==> config.mk <==
export PLATFORM = sky130hd
export DESIGN_NAME = sat_counter
export DESIGN_NICKNAME = d
export VERILOG_FILES = /design/src/rtl/prbs9_checker_sat_counter.sv
export SDC_FILE = /design/constraint.sdc
export NUM_CORES = 1
export LEC_CHECK = 0
export CAP_MARGIN = 20
export CORE_MARGIN = 5
export CORE_UTILIZATION = 60
export DETAILED_ROUTE_END_ITERATION = 7
export DONT_BUFFER_PORTS = 1
export HOLD_SLACK_MARGIN = 0.02
export PLACE_DENSITY = 0.82
export REMOVE_ABC_BUFFERS = 1
export SLEW_MARGIN = 20
export SYNTH_ARGS = -nofsm -noshare
export SYNTH_HDL_FRONTEND = slang
export SYNTH_SLANG_ARGS = --single-unit
==> constraint.sdc <==
create_clock -name clock -period 2.5 [get_ports clock]
set_input_delay 0.5 -clock clock [delete_from_list [all_inputs] [get_ports clock]]
set_output_delay 0.5 -clock clock [all_outputs]
set_load 0.1 [all_outputs]
==> src/rtl/prbs9_checker_sat_counter.sv <==
// Saturating up-counter with a synchronous clear that wins over increment.
module sat_counter #(
  parameter int NB = 32
) (
  input  logic          clock,
  input  logic          i_reset,
  input  logic          i_clear,
  input  logic          i_inc,
  output logic [NB-1:0] o_count
);

  logic [NB-1:0] r_count;

  // Count up on i_inc, stick at all-ones, clear on i_clear.
  always_ff @(posedge clock or negedge i_reset) begin
    if (!i_reset) begin
      r_count <= '0;
    end else if (i_clear) begin
      r_count <= '0;
    end else if (i_inc && (r_count != {NB{1'b1}})) begin
      r_count <= r_count + 1'b1;
    end
  end

  assign o_count = r_count;

endmodule

Word-level counts from Yosys, hierarchy flattened:

Cells that the tools add are included.

* register bits: 32
* input bits: 4
* output and inout bits: 32

* equality and inequality tests: 1
* mux-type cells: 2
* reductions and logical operators: 2
* add/subtract/negate cells: 1

Operators with widths (count)
* 2-to-1 mux 32 bit: 2
* adder 32 x 1 -> 32 bit, second input constant: 1
* inequality test 32 bit, second input constant: 1
* nonzero test 2 bit: 1
* logical AND 1 bit: 1

Logic depth before layout (Yosys ltp):

Gate-level depths: netlist of run 1.

* depth in word-level cells: 4
* gate-level depth with buffers: 8
* depth with buffers taken out: 6

Least setup slack after synthesis of run 1:

Ideal clock, no wire load.

* kind: flip-flop to flip-flop
* start: register r_count[0] (netlist: o_count[0])
* end: register r_count[3] (netlist: o_count[3])
* path slack: -0.179 ns
* path buffers: 0
* data required time: 2.375 ns
* setup time: 0.125 ns
* clock period less this slack: 2.679 ns
* cell stages (with the launch flop): 7
* arrival time: 2.554 ns
* cells stage by stage: dfrtp_1 > ha_1 > nand4_1 > nor4_2 > a31oi_4 > and3_4 > mux2_4

* longest elaborated chain between the ends: 3

Ends and longest elaborated chain
* start, declared: line 12 `logic [NB-1:0] r_count;`
* start signal, assigned: line 21 `r_count <= r_count + 1'b1;`
* adder 32 x 1 -> 32 bit or inequality test 32 bit (tied branches): line 21, 20
* 2-to-1 mux 32 bit or logical AND 1 bit (tied branches): line 20 `end else if (i_inc && (r_count != {NB{1'b1}})) begin`
* 2-to-1 mux 32 bit or nonzero test 2 bit (tied branches)

Parallel ways exist; a longest one is shown, timed or not. The select of a mux whose other input is x is not followed.
A chain may end at the register's enable or synchronous reset.

Final worst setup path of run 1:

* start: register r_count[1] (netlist: o_count[1])
* end: register r_count[31] (netlist: o_count[31])

Same word-level chain as after synthesis.

==> results of run 1 <==
[cell usage after synthesis (all sizes together)]
cell type,instances,share of area
mux2i,1,0.0054
nand4b,1,0.0047
a31oi,2,0.015
or4,3,0.012
and2,3,0.010
xor2,3,0.014
inv,7,0.014
nor2,26,0.053
ha,1,0.0067
mux2,6,0.038
nand4,7,0.027
nand2,11,0.022
a31o,2,0.0094
xnor2,10,0.047
o21ai,4,0.011
and3,8,0.030
and4bb,1,0.0067
clkbuf,4,0.0081
dfrtp,32,0.43
a21o,3,0.012
and4,1,0.0047
nor2b,6,0.020
or3,5,0.017
a21oi,11,0.030
o211a,1,0.0054
nand3,13,0.038
nand2b,2,0.0067
o31ai,3,0.012
nand3b,1,0.0041
buf,3,0.0094
nor4,7,0.038
a41oi,1,0.0047
a211oi,5,0.020
nor3,4,0.011
[power by group through the flow]
stage | clock network, uW | logic, uW | registers, uW
CTS | 340 | 67.7 | 523
floorplan | 0 | 15.6 | 559
global route | 364 | 72.0 | 523
finish | 332 | 66.6 | 523
detailed placement | 0 | 51.7 | 533
global placement | 0 | 50.4 | 533
[routing by layer]
metal / share of wire / wire length [microns] / track usage / up-vias
met4: 0.017 / 76 / 0.09585 / 0
met5: 0 / 0 / 0 / -
met3: 0.075 / 334 / 0.06496 / 8
li1: - / - / - / 788
met1: 0.41 / 1825 / 0.2721 / 785
met2: 0.50 / 2223 / 0.3970 / 60
[cells by family after synthesis]
family	after synthesis
compound gates	32
xor+xnor	13
fa+ha+maj	1
buf+inv	14
flops	32
mux	7
simple gates	99
[final cells by class]
type | count | area (sq um)
clock buffers | 7 | 65.06
flip-flops and latches | 32 | 800.8
multi-input cells | 152 | 994.7
well taps | 33 | 41.29
repair buffers | 36 | 285.3
inverters | 7 | 26.28
fillers | 214 | 789.5
[worst max path at each step]
stage | endpoint | slack, ns | cells after the start
after floorplan | o_count[31] | -0.22 | 6
after global placement | o_count[31] | 0.41 | 6
after detailed placement | o_count[31] | 0.29 | 6
after CTS | o_count[31] | 0.28 | 6
after global routing | o_count[31] | 0.16 | 6
final | o_count[31] | 0.26 | 6
[metrics by stage]
stage                     hold slack, ns  area (sq um)  setup TNS [ns]  worst slack (ns)
after CTS                         0.2009          2213               0            0.2831
after global placement            0.2053          2118               0            0.4056
after global routing              0.1944          2213               0            0.1561
after floorplan                   0.2044          1822          -1.725           -0.2219
final                             0.2228          2213               0            0.2614
after detailed placement          0.2053          2118               0            0.2893
[layout by cell type (no fill, tap or decap), types with 5 or more instances in the layout]
cell type / synthesis / final
nor2_1: 26 / 26
buf_4: 1 / 34
clkbuf_4: 0 / 5
nor2b_1: 6 / 6
nand3_1: 12 / 12
mux2_2: 5 / 5
a211oi_1: 5 / 5
nand2_1: 11 / 11
and3_1: 7 / 7
xnor2_1: 10 / 10
or3_1: 5 / 5
a21oi_1: 11 / 11
nand4_1: 6 / 6
dfrtp_1: 32 / 32
inv_1: 7 / 7
==> flow_metrics.tcl, run 1 <==
set metrics [dict create \
    pwr-share-clk 0.360 \
    coreArea_sq_um 3003 \
    ys_types 42 \
    grt_pass1_wl_mm 7.679 \
    pwr-share-seq 0.567 \
    crit_type "reg2reg" \
    cp.required_ns 2.73 \
    cts_tree "done" \
    timing.final.crit_share 0.8955 \
    clkLatencyLatePin_ns 0.33 \
    crit_chain "buf_4, and2_1, nand4_1, a21o_1, nor4_1, mux2_2" \
    post_cts_buffers 0 \
    critPathTopFamily "simple AND/OR/NAND/NOR gates" \
    drc 0 \
    finalNetCount 239 \
    synthCells 198 \
    synth-adder-area-share 0.006748 \
    clk_pin_slew_ns 0.10 \
    wl_mm 4.460 \
    synth_area_sq_um 1854 \
    r2r-start "o_count[1]" \
    r2r-end "o_count[31]" \
    ff2ff_path_depth 6 \
    numPortBuffers 0 \
    place_congestion 0.8030 \
    p_comb_frac 0.072 \
    avgSynthCellArea_sq_um 9.365 \
    fin_util 0.7371 \
    start_util 0.6175 \
    dp.final_hpwl_mm 3.282 \
    synthSimpleGateAreaFrac 0.3050 \
    slew_violations 0 \
    vias 1641 \
    slowest_stage "nor4_1" \
    track_usage 0.2321 \
    postRouteAntennaNets 0 \
    max_slew_margin 0.6222 \
    power.total_uw 921.1 \
    cpPeakStageDelay_ns 0.39 \
    dp_cells 258 \
    clock_sinks 32 \
    drtIter0Drc 180 \
    die_h_microns 65.59 \
    power.static_leakage_uw 0.0009810 \
    dieArea_sq_um 4302 \
    antenna_found_initial 0 \
    power_density_nw_per_um2 416.2 \
    irDropWorstVdd_uv 295.8 \
    cp.arrival_ns 2.47 \
    dieWidth_microns 65.59 \
    cts_htree_levels 2 \
    holdCritStartpoint "i_clear" \
    crit_buf_inv 1 \
    yosysWarnings 0 \
    hold_viol 0 \
    max_freq_mhz 446.7 \
    p_switching_uw 223.9 \
    cp-startpoint "o_count[1]" \
    synth-compound-area-share 0.1194 \
    period_needed_ns 2.239 \
    cts_buffers 5 \
    overflow 0 \
    critical_path.max_fanout 19 \
    rsz0062_at_grt "no" \
    cts_hold_buf 2 \
    cp-end-kind "register" \
    hp-class "in2reg" \
    switching_share 0.2430 \
    std_cell_rows 20 \
    fin_cells 267 \
    clock_path_buffers 2 \
    synth_seq_cells 32 \
    io_pins 36 \
    area_growth_pct 19.37 \
    holdPathEnd "o_count[1]" \
    grt_pass1_vias 1647 \
    drt_pass1_iterations 4 \
    grt_max_degree 41 \
    p_int_uw 697.2 \
    synth_seq_area_share 0.4318 \
    tightestPinTransition_ns 0.5624 \
    cap_violations 0 \
    wl_per_cell_microns 16.70 \
    synthMuxAreaShare 0.04386 \
    drive_above_1_share 0.2479 \
    cts-root-buf "clkbuf_4" \
    ctsResizeCount 0 \
    setup_viol 0 \
    fin_worst_skew_ns 0.01125 \
    routed_via_density 6.146 \
    largest_reg_flops 32 \
    r2r_setup_slack_ns 0.26 \
    crit_path_start_kind "register" \
    synth_xor_area_frac 0.06140 \
    status "completed" \
    diodes 0 \
    worstHoldPathCells 1 \
    synth_top_family_by_area "simple AND/OR/NAND/NOR gates" \
]
No activity file was read; power rests on OpenSTA's default activity.
==> run 2: changes to the inputs <==
--- a/config.mk
+++ b/config.mk
@@ -8,8 +8,10 @@
 export CAP_MARGIN = 20
 export CORE_MARGIN = 5
 export CORE_UTILIZATION = 60
+export CTS_BUF_LIST = sky130_fd_sc_hd__clkbuf_16
 export DETAILED_ROUTE_END_ITERATION = 7
 export DONT_BUFFER_PORTS = 1
+export GPL_TIMING_DRIVEN = 0
 export HOLD_SLACK_MARGIN = 0.02
 export PLACE_DENSITY = 0.82
 export REMOVE_ABC_BUFFERS = 1
==> flow_metrics.tcl, run 2 (synthesis results as in run 1) <==
set metrics [dict create \
    overflow 0 \
    drc 0 \
    fin_cells 237 \
    slew_violations 0 \
    power.static_leakage_uw 0.0008262 \
    critical_path.max_fanout 8 \
    critPathTopFamily "simple AND/OR/NAND/NOR gates" \
    vias 1545 \
    slowest_stage "dfrtp_4" \
    clk_pin_slew_ns 0.05 \
    dieWidth_microns 65.59 \
    grt_max_degree 41 \
    clock_sinks 32 \
    cp.required_ns 2.66 \
    irDropWorstVdd_uv 525.3 \
    power_density_nw_per_um2 532.3 \
    drtIter0Drc 72 \
    tightestPinTransition_ns 0.5903 \
    cts_tree "done" \
    pwr-share-seq 0.483 \
    cp-end-kind "register" \
    dieArea_sq_um 4302 \
    crit_path_start_kind "register" \
    drive_above_1_share 0.3088 \
    start_util 0.6175 \
    largest_reg_flops 32 \
    dp_cells 224 \
    p_int_uw 897.8 \
    place_congestion 0.7927 \
    power.total_uw 1152 \
    coreArea_sq_um 3003 \
    switching_share 0.2203 \
    period_needed_ns 2.447 \
    hold_viol 0 \
    final_common_cell "nor2_1" \
    grt_pass1_vias 1567 \
    postRouteAntennaNets 0 \
    dp.final_hpwl_mm 2.909 \
    crit_chain "ha_4, nand4_1, nor4_4, a31oi_4, and3_4, mux2_4" \
    cts-root-buf "clkbuf_16" \
    cts_buffers 5 \
    timing.final.crit_share 0.9790 \
    fin_worst_skew_ns 0.005263 \
    std_cell_rows 20 \
    cap_violations 0 \
    setup_viol 0 \
    max_freq_mhz 408.6 \
    crit_type "reg2reg" \
    clkLatencyLatePin_ns 0.28 \
    p_comb_frac 0.033 \
    finalNetCount 209 \
    track_usage 0.2116 \
    numPortBuffers 0 \
    wl_mm 4.376 \
    layout_common_cells "26 x nor2_1, 22 x dfrtp_2, 12 x nand3_1" \
    drt_pass1_iterations 4 \
    max_slew_margin 0.6065 \
    wl_per_cell_microns 18.46 \
    clock_path_buffers 2 \
    crit_buf_inv 0 \
    cpPeakStageDelay_ns 0.65 \
    pwr-share-clk 0.484 \
    n_fill_cell 216 \
    p_switching_uw 253.7 \
    cts_htree_levels 2 \
    status "completed" \
    antenna_found_initial 0 \
    routed_via_density 6.519 \
    diodes 0 \
    die_h_microns 65.59 \
    hp-class "in2async" \
    cp.arrival_ns 2.61 \
    area_growth_pct 16.67 \
    io_pins 36 \
    grt_pass1_wl_mm 6.913 \
]
run 2: cell count changes in the layout (fill, tap and decap cells not counted), moves of 2 or more:
cell | before | now
dfrtp_4 | 0 | 10
buf_4 | 34 | 5
dfrtp_1 | 32 | 0
clkbuf_16 | 0 | 5
clkbuf_4 | 5 | 0
dfrtp_2 | 0 | 22
nor4_4 | 1 | 3
clkbuf_8 | 2 | 0
run 2: final timing paths:
check / start / to / slack, ns / cells after the start
setup / recovery: o_count[0] / o_count[3] / 0.05 / 6
hold / removal: i_reset / o_count[3] / 0.05 / 1
setup reg to reg: o_count[0] / o_count[3] / 0.05 / 6
hold reg to reg: o_count[17] / o_count[17] / 0.85 / 2
max in group asynchronous: i_reset / o_count[23] / 2.26 / 1
min in group clock: i_clear / o_count[1] / 0.28 / 1
run 2: area by class of cell:
class                      count  area (sq um)  share of cell area
multi-input combinational    152          1039              0.4800
sequential                    32         865.8              0.4002
clock buffer                   5         125.1             0.05784
timing repair buffer           6         57.56             0.02661
tap                           33         41.29             0.01909
inverter                       7         26.28             0.01215
clock inverter                 2         8.758            0.004049
run 2: routing by layer:
layer | part of all wire | GRT usage
met5 | 0 | 0
met4 | 0.021 | 0.09326
met3 | 0.062 | 0.08718
met2 | 0.51 | 0.3603
met1 | 0.41 | 0.2292
run 2: power groups by stage:
stage	clock network, uW	logic (uW)	registers (uW)
floorplan	0	15.6	559
global placement	0	16.8	560
detailed placement	0	18.3	561
CTS	566	32.0	555
global route	602	43.2	556
finish	557	38.2	556
run 2: through the flow:
stage                     instance area [sq um]  setup TNS, ns  hold WS, ns  setup WS [ns]    util
after floorplan                            1822         -1.725       0.2044        -0.2219       -
after global placement                     1863         -6.634       0.2053        -0.5513  0.6204
after detailed placement                   1863         -9.534       0.2054        -0.6759  0.6204
after CTS                                  2074              0      0.05296       0.009177  0.6908
after global routing                       2163       -0.02892      0.05507       -0.02622  0.7204
final                                      2163              0      0.04782        0.05257  0.7204
run 2: timing repair:
item / CTS / global route
endpoints found under the hold margin: 32 / 0
hold buffers: 1 / 0
setup endpoints to repair: 29 / 7
resized for setup: 37 / 12
buffers inserted: 0 / 5
pin swaps: 0 / 2
==> run 3: changes to the inputs <==
--- a/config.mk
+++ b/config.mk
@@ -5,7 +5,6 @@
 export SDC_FILE = /design/constraint.sdc
 export NUM_CORES = 1
 export LEC_CHECK = 0
-export CAP_MARGIN = 20
 export CORE_MARGIN = 5
 export CORE_UTILIZATION = 60
 export CTS_BUF_LIST = sky130_fd_sc_hd__clkbuf_16
==> results of run 3 <==
Final layout, timing and power as in run 2 (identical DEF).
